[config.mk]
export PLATFORM = sky130hd
export DESIGN_NAME = time_counter
export DESIGN_NICKNAME = d
export VERILOG_FILES = /design/src/rtl/clock_pkg.sv /design/src/rtl/bcd_mod_counter.sv /design/src/rtl/time_counter.sv
export SDC_FILE = /design/constraint.sdc
export NUM_CORES = 1
export LEC_CHECK = 0
export CAP_MARGIN = 20
export CORE_MARGIN = 5
export CORE_UTILIZATION = 25
export CTS_CLUSTER_DIAMETER = 30
export DETAILED_ROUTE_END_ITERATION = 10
export PLACE_DENSITY = 0.51
export SLEW_MARGIN = 20
export SYNTH_ARGS = -nofsm -noshare
export SYNTH_HDL_FRONTEND = slang
export SYNTH_SLANG_ARGS = --single-unit
[constraint.sdc]
create_clock -name clk -period 6 [get_ports clk]
set_clock_uncertainty 0.15 [all_clocks]
set_input_delay 1.2 -clock clk [delete_from_list [all_inputs] [get_ports clk]]
set_output_delay 1.2 -clock clk [all_outputs]
set_load 0.01 [all_outputs]
[src/rtl/clock_pkg.sv]
// Shared types, limits and BCD helpers for the digital clock timekeeping core.
package clock_pkg;

    // Two packed BCD digits: tens in [7:4], units in [3:0].
    typedef logic [7:0] bcd8_t;

    // Counting mode of the timekeeping core.
    typedef enum logic {
        MODE_HOLD = 1'b0,
        MODE_RUN  = 1'b1
    } mode_e;

    localparam bcd8_t SEC_MAX  = 8'h59;
    localparam bcd8_t MIN_MAX  = 8'h59;
    localparam bcd8_t HOUR_MAX = 8'h23;

    // Both digits decimal and the value no larger than max. With decimal digits,
    // a plain binary compare orders BCD values correctly.
    function automatic logic bcd_valid(bcd8_t v, bcd8_t max);
        return (v[7:4] <= 4'd9) && (v[3:0] <= 4'd9) && (v <= max);
    endfunction

    // Successor of v in a BCD counter that wraps from max to 00.
    function automatic bcd8_t bcd_next(bcd8_t v, bcd8_t max);
        if (v == max)
            return 8'h00;
        if (v[3:0] == 4'd9)
            return {v[7:4] + 4'd1, 4'd0};
        return {v[7:4], v[3:0] + 4'd1};
    endfunction

endpackage

[src/rtl/bcd_mod_counter.sv]
// Two-digit BCD modulo counter (00..MAX) with synchronous load.
// wrap is combinational so counters can be chained within one cycle.
module bcd_mod_counter
    import clock_pkg::*;
#(
    parameter bcd8_t MAX = 8'h59
) (
    input  logic       clk,
    input  logic       rst,
    input  logic       inc,
    input  logic       load,
    input  logic [7:0] load_val,
    output logic [7:0] value,
    output logic       wrap
);

    assign wrap = inc && !load && (value == MAX);

    // Value register: load has priority over increment.
    always_ff @(posedge clk) begin
        if (rst)
            value <= '0;
        else if (load)
            value <= load_val;
        else if (inc)
            value <= bcd_next(value, MAX);
    end

endmodule

[src/rtl/time_counter.sv]
// BCD hh:mm:ss timekeeping core (24-hour) driven by the divider's 1 Hz square wave.
// Holds the tick synchronizer/edge detect, load handshake, run/hold FSM and alarm.
// Optional alarm comparator built when TIME_COUNTER_ALARM_EN is defined.
module time_counter
    import clock_pkg::*;
#(
    parameter int unsigned SYNC_STAGES = 2
) (
    input  logic       clk,
    input  logic       rst,
    input  logic       tick_in,
    input  logic       run,
    input  logic       set_valid,
    output logic       set_ready,
    input  logic [7:0] set_hh,
    input  logic [7:0] set_mm,
    input  logic [7:0] set_ss,
    output logic [7:0] hh,
    output logic [7:0] mm,
    output logic [7:0] ss,
    output logic       sec_pulse,
    output logic       min_carry,
    output logic       hour_carry,
    output logic       day_wrap,
    output logic       set_err,
    input  logic [7:0] alarm_hh,
    input  logic [7:0] alarm_mm,
    input  logic       alarm_arm,
    output logic       alarm_hit
);

    logic [SYNC_STAGES-1:0] sync;
    logic                   tick_hist;
    logic                   tick;
    mode_e                  state, state_next;
    logic                   count_en;
    logic                   load_fire, load_ok, load_en;
    logic                   adv;
    logic                   s_wrap, m_wrap, h_wrap;

    // Synchronizer chain plus history flop for rising-edge detection.
    always_ff @(posedge clk) begin
        if (rst) begin
            sync      <= '0;
            tick_hist <= 1'b0;
        end else begin
            sync      <= {sync[SYNC_STAGES-2:0], tick_in};
            tick_hist <= sync[SYNC_STAGES-1];
        end
    end

    assign tick = sync[SYNC_STAGES-1] && !tick_hist;

    // Mode state register.
    always_ff @(posedge clk) begin
        if (rst)
            state <= MODE_HOLD;
        else
            state <= state_next;
    end

    // Mode next-state: follow run every cycle; only RUN lets ticks through.
    always_comb begin
        state_next = state;
        count_en   = 1'b0;
        case (state)
            MODE_RUN: begin
                count_en = 1'b1;
                if (!run)
                    state_next = MODE_HOLD;
            end
            MODE_HOLD: begin
                if (run)
                    state_next = MODE_RUN;
            end
            default: state_next = MODE_HOLD;
        endcase
    end

    assign load_fire = set_valid && set_ready;
    assign load_ok   = bcd_valid(set_hh, HOUR_MAX) && bcd_valid(set_mm, MIN_MAX)
                       && bcd_valid(set_ss, SEC_MAX);
    assign load_en   = load_fire && load_ok;
    // Any handshake (accepted or rejected) swallows a coincident tick.
    assign adv       = tick && count_en && !load_fire;

    bcd_mod_counter #(.MAX(SEC_MAX)) u_sec (
        .clk      (clk),
        .rst      (rst),
        .inc      (adv),
        .load     (load_en),
        .load_val (set_ss),
        .value    (ss),
        .wrap     (s_wrap)
    );

    bcd_mod_counter #(.MAX(MIN_MAX)) u_min (
        .clk      (clk),
        .rst      (rst),
        .inc      (s_wrap),
        .load     (load_en),
        .load_val (set_mm),
        .value    (mm),
        .wrap     (m_wrap)
    );

    bcd_mod_counter #(.MAX(HOUR_MAX)) u_hour (
        .clk      (clk),
        .rst      (rst),
        .inc      (m_wrap),
        .load     (load_en),
        .load_val (set_hh),
        .value    (hh),
        .wrap     (h_wrap)
    );

    // Registered one-cycle pulses and load-ready flag.
    always_ff @(posedge clk) begin
        if (rst) begin
            set_ready  <= 1'b0;
            sec_pulse  <= 1'b0;
            min_carry  <= 1'b0;
            hour_carry <= 1'b0;
            day_wrap   <= 1'b0;
            set_err    <= 1'b0;
        end else begin
            set_ready  <= 1'b1;
            sec_pulse  <= adv;
            min_carry  <= s_wrap;
            hour_carry <= m_wrap;
            day_wrap   <= h_wrap;
            set_err    <= load_fire && !load_ok;
        end
    end

`ifdef TIME_COUNTER_ALARM_EN
    bcd8_t next_mm, next_hh;
    logic  alarm_match;

    // Predict the post-tick hh:mm so the hit pulse aligns with the new time.
    always_comb begin
        next_mm = mm;
        next_hh = hh;
        if (ss == SEC_MAX) begin
            next_mm = bcd_next(mm, MIN_MAX);
            if (mm == MIN_MAX)
                next_hh = bcd_next(hh, HOUR_MAX);
        end
        alarm_match = adv && alarm_arm && (ss == SEC_MAX)
                      && (next_mm == alarm_mm) && (next_hh == alarm_hh);
    end

    // Alarm hit pulse register.
    always_ff @(posedge clk) begin
        if (rst)
            alarm_hit <= 1'b0;
        else
            alarm_hit <= alarm_match;
    end
`else
    logic unused_alarm;
    assign unused_alarm = ^{alarm_hh, alarm_mm, alarm_arm};
    assign alarm_hit    = 1'b0;
`endif

endmodule
==> flow_summary.yaml, run 1 <==
sta:
  rsz0062_at_grt: "false"
  finalMaxSlewViolations: 0
  fin_setup_tns_ps: 0
  clock.fmax_mhz: 288.0
  finalHoldViolCount: 0
  worst_pin_slew_ps: 621.9
  slew_headroom_pct: 58.22
  setup_viol: 0
  fin_crit_sh_pct: 57.88
  min_period_ps: 3473
worst_setup_path:
  crit_fanout: 23
  cp-endpoint: "u_hour.value[4]$_SDFFE_PP0P_"
  worstSetupPathType: "in2reg"
  r2r-end: "u_hour.value[2]$_SDFFE_PP0P_"
  critPathBufInv: 2
  r2r_slack_ps: 3500
  endpoint_kind: "flop"
  cp_top_family: "simple AND/OR/NAND/NOR gates"
  worstPathCellList: "clkdlybuf4s50_1 > a22oi_1 > nand4_1 > or3_1 > buf_4 > o32a_1 > o211a_1"
  crit_slowest_cell: "or3_1"
  start_kind: "input port"
  r2r_start: "u_sec.value[0]$_SDFFE_PP0P_"
  cp_data_required_time_ps: 6030
  reg2reg_depth: 6
  worstSetupPathDepth: 7
  cp.arrival_ps: 3500
  max_stage_delay_ps: 650
  startpoint: "set_mm[6]"
final_layout:
  final_core_utilization_pct: 36.02
  finalNonFillerCells: 370
  nFillCells: 741
  multiInputGateArea_mm2: 0.001045
  final_nets: 328
  layout_common_cells: "clkdlybuf4s50_1 (58), dfxtp_1 (34), nor2_1 (29), nand2_1 (13)"
  antennaDiodeCount: 0
  area_delta_synth_final_pct: 41.51
  drive_above_1_share_pct: 4.797
  ff_latch_area_um2: 680.7
  final_common_cell: "clkdlybuf4s50_1"
clock_tree:
  numCtsBuffers: 5
  clk_pin_slew_ps: 70
  cts_hold_buffers: 0
  htreeDepth: 2
  cts_buffer_depth: 2
  cts-root-buf: "clkbuf_8"
  clkSinkCount: 34
  cts_setup_buffers: 0
  cts_tree: "done"
  insertion_delay_ps: 280
  cts_resized: 0
detailed_routing:
  drt_iter0_drc: 63
  wirelength_um: 4931
  vias: 1766
  drc: 0
  dr.pass1.iters: 4
  wl_per_cell_um: 13.33
  viasPerCell: 4.773
  detail-route-antenna-nets: 0
die:
  pin_count: 77
  dieArea_mm2: 0.009116
  fp.dieH_um: 95.48
  initial_utilization_pct: 25.46
  rows: 31
  coreArea_mm2: 0.007176
  die_w_um: 95.48
logic_synthesis:
  synth_warnings: 0
  synth_cell_types: 41
  yosys_most_used_dff: "dfxtp_1"
  synth_top_area_share_pct: 37.26
  yosys.area.top_type: "dfxtp_1"
  syn_nets: 273
  seq_area_frac_synth_pct: 37.26
  synth_cells: 215
  post_synth.cell_area_avg_um2: 8.497
  async_reset_ff_share_pct: 0
  ys_ff_latch: 34
  syn_area_mm2: 0.001827
  synth_edf_count: 0
  yosys-top-cells-area: "dfxtp_1 (37%), ha_1 (8.2%), nor2_1 (6.0%), a311oi_1 (4.8%), a211oi_1 (3.7%)"
outcome:
  status: "complete, no violations"
job:
  cap_violations: 0
grt:
  grt_usage_pct: 11.53
  grt_pass1_wl_um: 8259
  antenna_found_initial: 0
  grt.overflow.total: 0
  grt_max_degree: 33
  grt_pass1_vias: 1713
placed_design:
  place.gp.congestion: 0.7532
  dpl.cell_count: 362
  portBuffers: 58
  dpl.hpwl_um: 3633
pwr:
  powerDensity_mw_per_mm2: 181.5
  ir_worst_vdd_mv: 0.07497
  power.leakage_nw: 0.9248
hold_path:
  min_path_type: "reg2reg"
==> worst register-to-register path: cells and delay by family (launching register included) <==
kind,cells,cell delay [ps]
AO/OA/AOI/OAI,1,260
adder cells (fa/ha/maj),1,190
flip-flops,1,430
AND/OR/NAND/NOR,4,1380
==> area by class of cell <==
type,count,area share [%]
Clock buffer,7,2.953
Clock inverter,1,1.162
Multi-Input combinational cell,160,40.42
Timing Repair Buffer,60,23.04
Inverter,9,1.307
Sequential cell,34,26.33
Tap cell,99,4.792
==> cells in the mapped netlist, drive strengths merged, types with 3 or more instances <==
| library cell | count |
|---|---|
| o21ai | 13 |
| nand3 | 10 |
| ha | 12 |
| and3b | 4 |
| or3 | 9 |
| a21oi | 5 |
| buf | 6 |
| o32a | 3 |
| nor2 | 29 |
| clkbuf | 6 |
| nor3 | 8 |
| a311oi | 10 |
| inv | 9 |
| a211oi | 9 |
| dfxtp | 34 |
| nand2 | 13 |
| or4 | 4 |
| nor2b | 6 |
==> registers in the layout, summed over array words and instances (netlist names) <==
| register | cells |
|---|---|
| u_hour.value | 8 |
| u_min.value | 8 |
| u_sec.value | 8 |
| sync | 2 |
| day_wrap | 1 |
| hour_carry | 1 |
| min_carry | 1 |
| sec_pulse | 1 |
| set_err | 1 |
| set_ready | 1 |
| state | 1 |
| tick_hist | 1 |
==> logic make-up (layout without fill, tap and decap cells) <==
kind of cell	Yosys count	in the layout	synth area share, %
mux	2	2	1.096
fa+ha+maj	12	12	8.219
compound gates	49	49	19.04
simple gates	96	96	28.63
flops	34	34	37.26
buf+inv	21	77	5.548
other cells	1	1	0.2053
==> stage by stage <==
step                hold WS [ps]  worst slack (ps)  power [mW]  cell area (um2)
floorplan                  263.8              3262      0.2428             1827
global placement           274.4              2198      0.2680             2479
detailed placement         282.5              2181      0.2678             2479
CTS                        298.5              2497      0.4773             2585
global route               318.3              2403      0.4902             2585
finish                     299.4              2527      0.4692             2585
==> where the power goes <==
part / switching [mW] / internal (mW)
sequential: 0.00113 / 0.228
combinational: 0.0125 / 0.0211
clock: 0.0824 / 0.124
total: 0.0960 / 0.373
==> layer usage <==
layer	wire, um	vias to the layer above	global-route usage, %
met5	0	-	0
met4	49	0	3.555
met3	289	4	3.552
met2	2294	39	18.83
met1	2297	824	14.51
li1	-	899	-
==> how the worst min path moves through the flow <==
| stage | start | slack, ps | cells after the start | end |
|---|---|---|---|---|
| 4_1_cts | sync[0]$_SDFF_PP0_ | 300 | 1 | sync[1]$_SDFF_PP0_ |
| 3_3_place_gp | sync[0]$_SDFF_PP0_ | 270 | 1 | sync[1]$_SDFF_PP0_ |
| 3_5_place_dp | sync[0]$_SDFF_PP0_ | 280 | 1 | sync[1]$_SDFF_PP0_ |
| 6_report | sync[0]$_SDFF_PP0_ | 300 | 1 | sync[1]$_SDFF_PP0_ |
| 5_1_grt | sync[0]$_SDFF_PP0_ | 320 | 1 | sync[1]$_SDFF_PP0_ |
| 2_1_floorplan | sync[0]$_SDFF_PP0_ | 260 | 1 | sync[1]$_SDFF_PP0_ |
No activity file was read; power rests on OpenSTA's default activity.
==> run 2, diff against run 1 <==
--- a/config.mk
+++ b/config.mk
@@ -10,7 +10,7 @@
 export CORE_UTILIZATION = 25
 export CTS_CLUSTER_DIAMETER = 30
 export DETAILED_ROUTE_END_ITERATION = 10
-export PLACE_DENSITY = 0.51
+export PLACE_DENSITY = 0.53
 export SLEW_MARGIN = 20
 export SYNTH_ARGS = -nofsm -noshare
 export SYNTH_HDL_FRONTEND = slang
==> constraint.sdc (replaced) <==
create_clock -name clk -period 3.1 [get_ports clk]
set_clock_uncertainty 0.15 [all_clocks]
set_input_delay 0.62 -clock clk [delete_from_list [all_inputs] [get_ports clk]]
set_output_delay 0.62 -clock clk [all_outputs]
set_load 0.01 [all_outputs]
==> run 2 against run 1 <==
Effect of this change: first-iteration DRC count decreased by 56%; non-clock buffer count grew 4; sequential power increased by 93%; sequential share of layout area is 0.28 points lower; total power rose by 82%; setup slack got worse by 2000 ps; critical path type unchanged; highest routed layer unchanged.
==> flow_summary.yaml, run 2 (synthesis gave the netlist of run 1 again) <==
final_layout:
  layout_common_cells: "clkdlybuf4s50_1 (58), dfxtp_1 (34), nor2_1 (29), nand2_1 (13)"
  final_core_utilization_pct: 36.41
  ff_latch_area_um2: 680.7
  final_common_cell: "clkdlybuf4s50_1"
  fin_area_mm2: 0.002613
  multiInputGateArea_mm2: 0.001045
  antennaDiodeCount: 0
  final_nets: 332
  area_delta_synth_final_pct: 43.01
  nFillCells: 757
  reg_top3: "u_hour.value: 8 flops, u_min.value: 8 flops, u_sec.value: 8 flops"
  drive_above_1_share_pct: 6.545
worst_setup_path:
  r2r_slack_ps: 700
  cp.arrival_ps: 2650
  reg2reg_depth: 6
  worstSetupPathType: "in2reg"
  endpoint_kind: "flop"
  crit_fanout: 14
  cp_data_required_time_ps: 3150
  r2r_start: "u_sec.value[0]$_SDFFE_PP0P_"
  r2r-end: "u_hour.value[2]$_SDFFE_PP0P_"
  start_kind: "input port"
placed_design:
  dpl-instance-area_mm2: 0.002521
  place.gp.congestion: 0.7560
  place_ws_ps: 181.1
  portBuffers: 58
  dpl.hpwl_um: 3812
sta:
  slew_headroom_pct: 63.43
  worst_pin_slew_ps: 548.6
  min_period_ps: 2602
  finalHoldViolCount: 0
  fin_crit_sh_pct: 83.93
  setup_viol: 0
  fin_setup_tns_ps: 0
  clock.fmax_mhz: 384.4
  finalMaxSlewViolations: 0
  rsz0062_at_grt: "false"
  hold_ws_ps: 290.2
  fin_ws_ps: 498.3
die:
  rows: 31
  initial_utilization_pct: 25.46
  pin_count: 77
  fp.dieH_um: 95.48
  coreArea_mm2: 0.007176
  dieArea_mm2: 0.009116
  die_w_um: 95.48
detailed_routing:
  viasPerCell: 4.741
  drc: 0
  vias: 1773
  wl_per_cell_um: 13.67
  dr.pass1.iters: 4
  wirelength_um: 5112
  detail-route-antenna-nets: 0
  drt_iter0_drc: 28
hold_path:
  min-delay-start: "sync[0]$_SDFF_PP0_"
  worstHoldEndpoint: "sync[1]$_SDFF_PP0_"
  min_path_type: "reg2reg"
  hold_depth: 1
clock_tree:
  cts_tree: "done"
  clkSinkCount: 34
  cts-root-buf: "clkbuf_8"
  insertion_delay_ps: 280
  cts_setup_buffers: 0
  htreeDepth: 2
  cts_resized: 0
  cts_hold_buffers: 0
  clk_pin_slew_ps: 70
  numCtsBuffers: 5
  cts_buffer_depth: 2
pwr:
  power.leakage_nw: 0.9453
  p_sw_share_pct: 22.32
  power_frac_comb_pct: 7.9
  p_clk_share_pct: 40.1
  power_switching_uw: 190.2
  powerDensity_mw_per_mm2: 326.2
  internal_power_uw: 662.0
  ir_worst_vdd_mv: 0.1204
  power_frac_seq_pct: 52.0
grt:
  grt_pass1_vias: 1594
  grt_max_degree: 33
  grt_usage_pct: 11.19
  antenna_found_initial: 0
  grt.overflow.total: 0
  grt_pass1_wl_um: 7845
outcome:
  status: "complete, no violations"
job:
  cap_violations: 0
-- run 2: cell types whose count changed in the layout (fill, tap and decap cells not counted) --
cell       before  now
clkbuf_8        5    6
clkbuf_1        2    1
clkinv_2        0    1
buf_12          0    1
bufinv_16       1    0
buf_4           2    5
-- run 2: how the worst max path moves through the flow --
stage | start | endpoint | slack (ps) | depth (start not counted)
2_1_floorplan | set_hh[6] | u_hour.value[2]$_SDFFE_PP0P_ | 940 | 6
3_3_place_gp | set_mm[6] | u_min.value[6]$_SDFFE_PP0P_ | 200 | 6
3_5_place_dp | set_mm[5] | u_min.value[6]$_SDFFE_PP0P_ | 180 | 6
4_1_cts | set_ss[6] | u_hour.value[2]$_SDFFE_PP0P_ | 480 | 6
5_1_grt | set_hh[6] | u_sec.value[3]$_SDFFE_PP0P_ | 270 | 6
6_report | set_ss[6] | u_hour.value[2]$_SDFFE_PP0P_ | 500 | 6
-- run 2: cell type report --
| cell class | count | share of cell area, % |
|---|---|---|
| inverter | 9 | 1.293 |
| multi-input combinational | 160 | 39.99 |
| tap | 99 | 4.741 |
| clock inverter | 1 | 0.1916 |
| sequential | 34 | 26.05 |
| timing repair buffer | 64 | 24.43 |
| clock buffer | 7 | 3.305 |
-- run 2: per-stage QoR --
stage                     total power, mW  std cells
after CTS                          0.8626        374
after floorplan                    0.4699        215
after global placement             0.5213        366
after global routing               0.8902        374
final                              0.8521        374
after detailed placement           0.5210        366
-- run 2: power groups by stage --
| stage | sequential (mW) | combinational [mW] | clock [mW] |
|---|---|---|---|
| global placement | 0.453 | 0.0682 | 0 |
| detailed placement | 0.453 | 0.0679 | 0 |
| finish | 0.443 | 0.0675 | 0.342 |
| global route | 0.443 | 0.0731 | 0.374 |
| CTS | 0.443 | 0.0683 | 0.351 |
| floorplan | 0.454 | 0.0164 | 0 |
-- run 2: worst max-delay path: stages --
cell and delay, ps:
clkdlybuf4s50_1 450, a22oi_1 260, nand4_1 190, or3_1 630, buf_4 280, a311oi_1 210
-- run 2: per-layer routing --
layer	routed length [um]	track usage, %	up-vias
met3	324	3.394	4
met5	0	0	-
met1	2386	14.23	821
li1	-	-	902
met2	2355	18.43	46
met4	45	2.844	0
==> run 3, diff against run 2 <==
--- a/config.mk
+++ b/config.mk
@@ -10,7 +10,7 @@
 export CORE_UTILIZATION = 25
 export CTS_CLUSTER_DIAMETER = 30
 export DETAILED_ROUTE_END_ITERATION = 10
-export PLACE_DENSITY = 0.53
+export PLACE_DENSITY = 0.51
 export SLEW_MARGIN = 20
 export SYNTH_ARGS = -nofsm -noshare
 export SYNTH_HDL_FRONTEND = slang
==> constraint.sdc (replaced) <==
create_clock -name clk -period 2.4 [get_ports clk]
set_clock_uncertainty 0.15 [all_clocks]
set_input_delay 0.48 -clock clk [delete_from_list [all_inputs] [get_ports clk]]
set_output_delay 0.48 -clock clk [all_outputs]
set_load 0.01 [all_outputs]
==> run 3 against run 2 <==
Effect of this change: combinational power increased by 47%; first-iteration DRC count increased by 86%; final area increased by 7.2%; routed wire length decreased by 2.1%; clock power increased by 43%; via count increased by 3.9%; largest cell class unchanged; largest power group unchanged; highest routed layer unchanged.
==> flow_summary.yaml, run 3 (synthesis gave the netlist of run 1 again) <==
placed_design:
  dpl-instance-area_mm2: 0.002664
  portBuffers: 58
  dpl.hpwl_um: 3912
  place.gp.congestion: 0.7544
final_layout:
  final_nets: 351
  final_core_utilization_pct: 39.02
  final_common_cell: "clkdlybuf4s50_1"
  layout_common_cells: "clkdlybuf4s50_1 (58), dfxtp_1 (34), nor2_1 (28), buf_4 (24), nand2_1 (13)"
  drive_above_1_share_pct: 14.97
  area_delta_synth_final_pct: 53.29
  nFillCells: 746
  fin_area_mm2: 0.002800
  reg_top3: "u_hour.value: 8 flops, u_min.value: 8 flops, u_sec.value: 8 flops"
  antennaDiodeCount: 0
die:
  coreArea_mm2: 0.007176
  rows: 31
  pin_count: 77
  die_w_um: 95.48
  initial_utilization_pct: 25.46
  fp.dieH_um: 95.48
  dieArea_mm2: 0.009116
worst_setup_path:
  endpoint_kind: "flop"
  startpoint: "set_mm[6]"
  worstSetupPathType: "in2reg"
  r2r_start: "u_min.value[0]$_SDFFE_PP0P_"
  cp.arrival_ps: 2310
  cp_data_required_time_ps: 2410
  crit_fanout: 12
  reg2reg_depth: 5
  r2r_slack_ps: 260
  start_kind: "input port"
  r2r-end: "u_hour.value[2]$_SDFFE_PP0P_"
detailed_routing:
  viasPerCell: 4.687
  drc: 0
  wirelength_um: 5006
  wl_per_cell_um: 12.74
  vias: 1842
  drt_iter0_drc: 52
  dr.pass1.iters: 4
  detail-route-antenna-nets: 0
grt:
  grt_pass1_wl_um: 8349
  grt.overflow.total: 0
  antenna_found_initial: 0
  grt_max_degree: 23
  grt_pass1_vias: 1734
  grt_usage_pct: 11.74
pwr:
  ir_worst_vdd_mv: 0.1670
  powerDensity_mw_per_mm2: 414.2
  power.leakage_nw: 1.049
clock_tree:
  cts_hold_buffers: 0
  cts_tree: "done"
  cts_buffer_depth: 2
  numCtsBuffers: 5
  insertion_delay_ps: 280
  cts-root-buf: "clkbuf_8"
  clk_pin_slew_ps: 70
  htreeDepth: 2
  clkSinkCount: 34
sta:
  rsz0062_at_grt: "false"
  finalHoldViolCount: 0
  setup_viol: 0
  clock.fmax_mhz: 434.6
  fin_setup_tns_ps: 0
  finalMaxSlewViolations: 0
  fin_crit_sh_pct: 95.88
  min_period_ps: 2301
job:
  cap_violations: 0
outcome:
  status: "complete, no violations"
hold_path:
  min-delay-start: "sync[0]$_SDFF_PP0_"
  worstHoldEndpoint: "sync[1]$_SDFF_PP0_"
  min_path_type: "reg2reg"
  hold_depth: 1
## run 3: per-stage QoR
step                      instances  setup WS, ps  total power [mW]  hold slack [ps]
after floorplan                 215         244.7            0.6070            263.8
after global placement          385        -295.3            0.6826            275.0
after detailed placement        385        -306.7            0.6821            283.7
after CTS                       393         87.83             1.177            304.2
after global routing            393         4.754             1.215            317.6
final                           393         98.82             1.160            303.4
## run 3: repair_timing
action,CTS,global route
pin swaps,0,2
endpoints found under the setup margin,1,6
gates cloned,0,0
gates resized for setup,1,5
setup buffers,0,0
## run 3: worst max-delay path, cell delays in order
cell,delay (ps)
clkdlybuf4s50_1,450
a22oi_2,210
buf_4,140
nand4_1,160
or3_4,480
buf_4,200
nor2_1,120
a311oi_1,60
## run 3: report_power, final
| group | switching [mW] | total, mW | internal [mW] | leakage, nW |
|---|---|---|---|---|
| sequential | 0.00246 | 0.572 | 0.570 | 0.275 |
| combinational | 0.0349 | 0.0989 | 0.0639 | 0.717 |
| clock | 0.199 | 0.489 | 0.290 | 0.0575 |
## run 3: layout make-up
cell class	instances	area [um2]	area share (%)
Clock buffer	8	110.1	3.932
Inverter	9	33.78	1.206
Multi-Input combinational cell	160	1071	38.25
Sequential cell	34	680.7	24.31
Tap cell	99	123.9	4.424
Timing Repair Buffer	83	780.7	27.88
## run 3: how the worst max path moves through the flow
stage | to | slack [ps] | cells after the start
2_1_floorplan | u_hour.value[2]$_SDFFE_PP0P_ | 240 | 7
3_3_place_gp | u_hour.value[3]$_SDFFE_PP0P_ | -300 | 7
3_5_place_dp | u_hour.value[3]$_SDFFE_PP0P_ | -310 | 7
4_1_cts | u_hour.value[3]$_SDFFE_PP0P_ | 90 | 7
5_1_grt | u_hour.value[0]$_SDFFE_PP0P_ | 5 | 7
6_report | u_hour.value[2]$_SDFFE_PP0P_ | 100 | 8
## run 3: routing by layer
metal	vias up	track usage [%]	wire length, um	part of all wire (%)
li1	945	-	-	-
met1	840	15.73	2336	47
met2	53	18.08	2277	45
met3	4	4.025	358	7.2
met4	0	2.844	33	0.66
met5	-	0	0	0
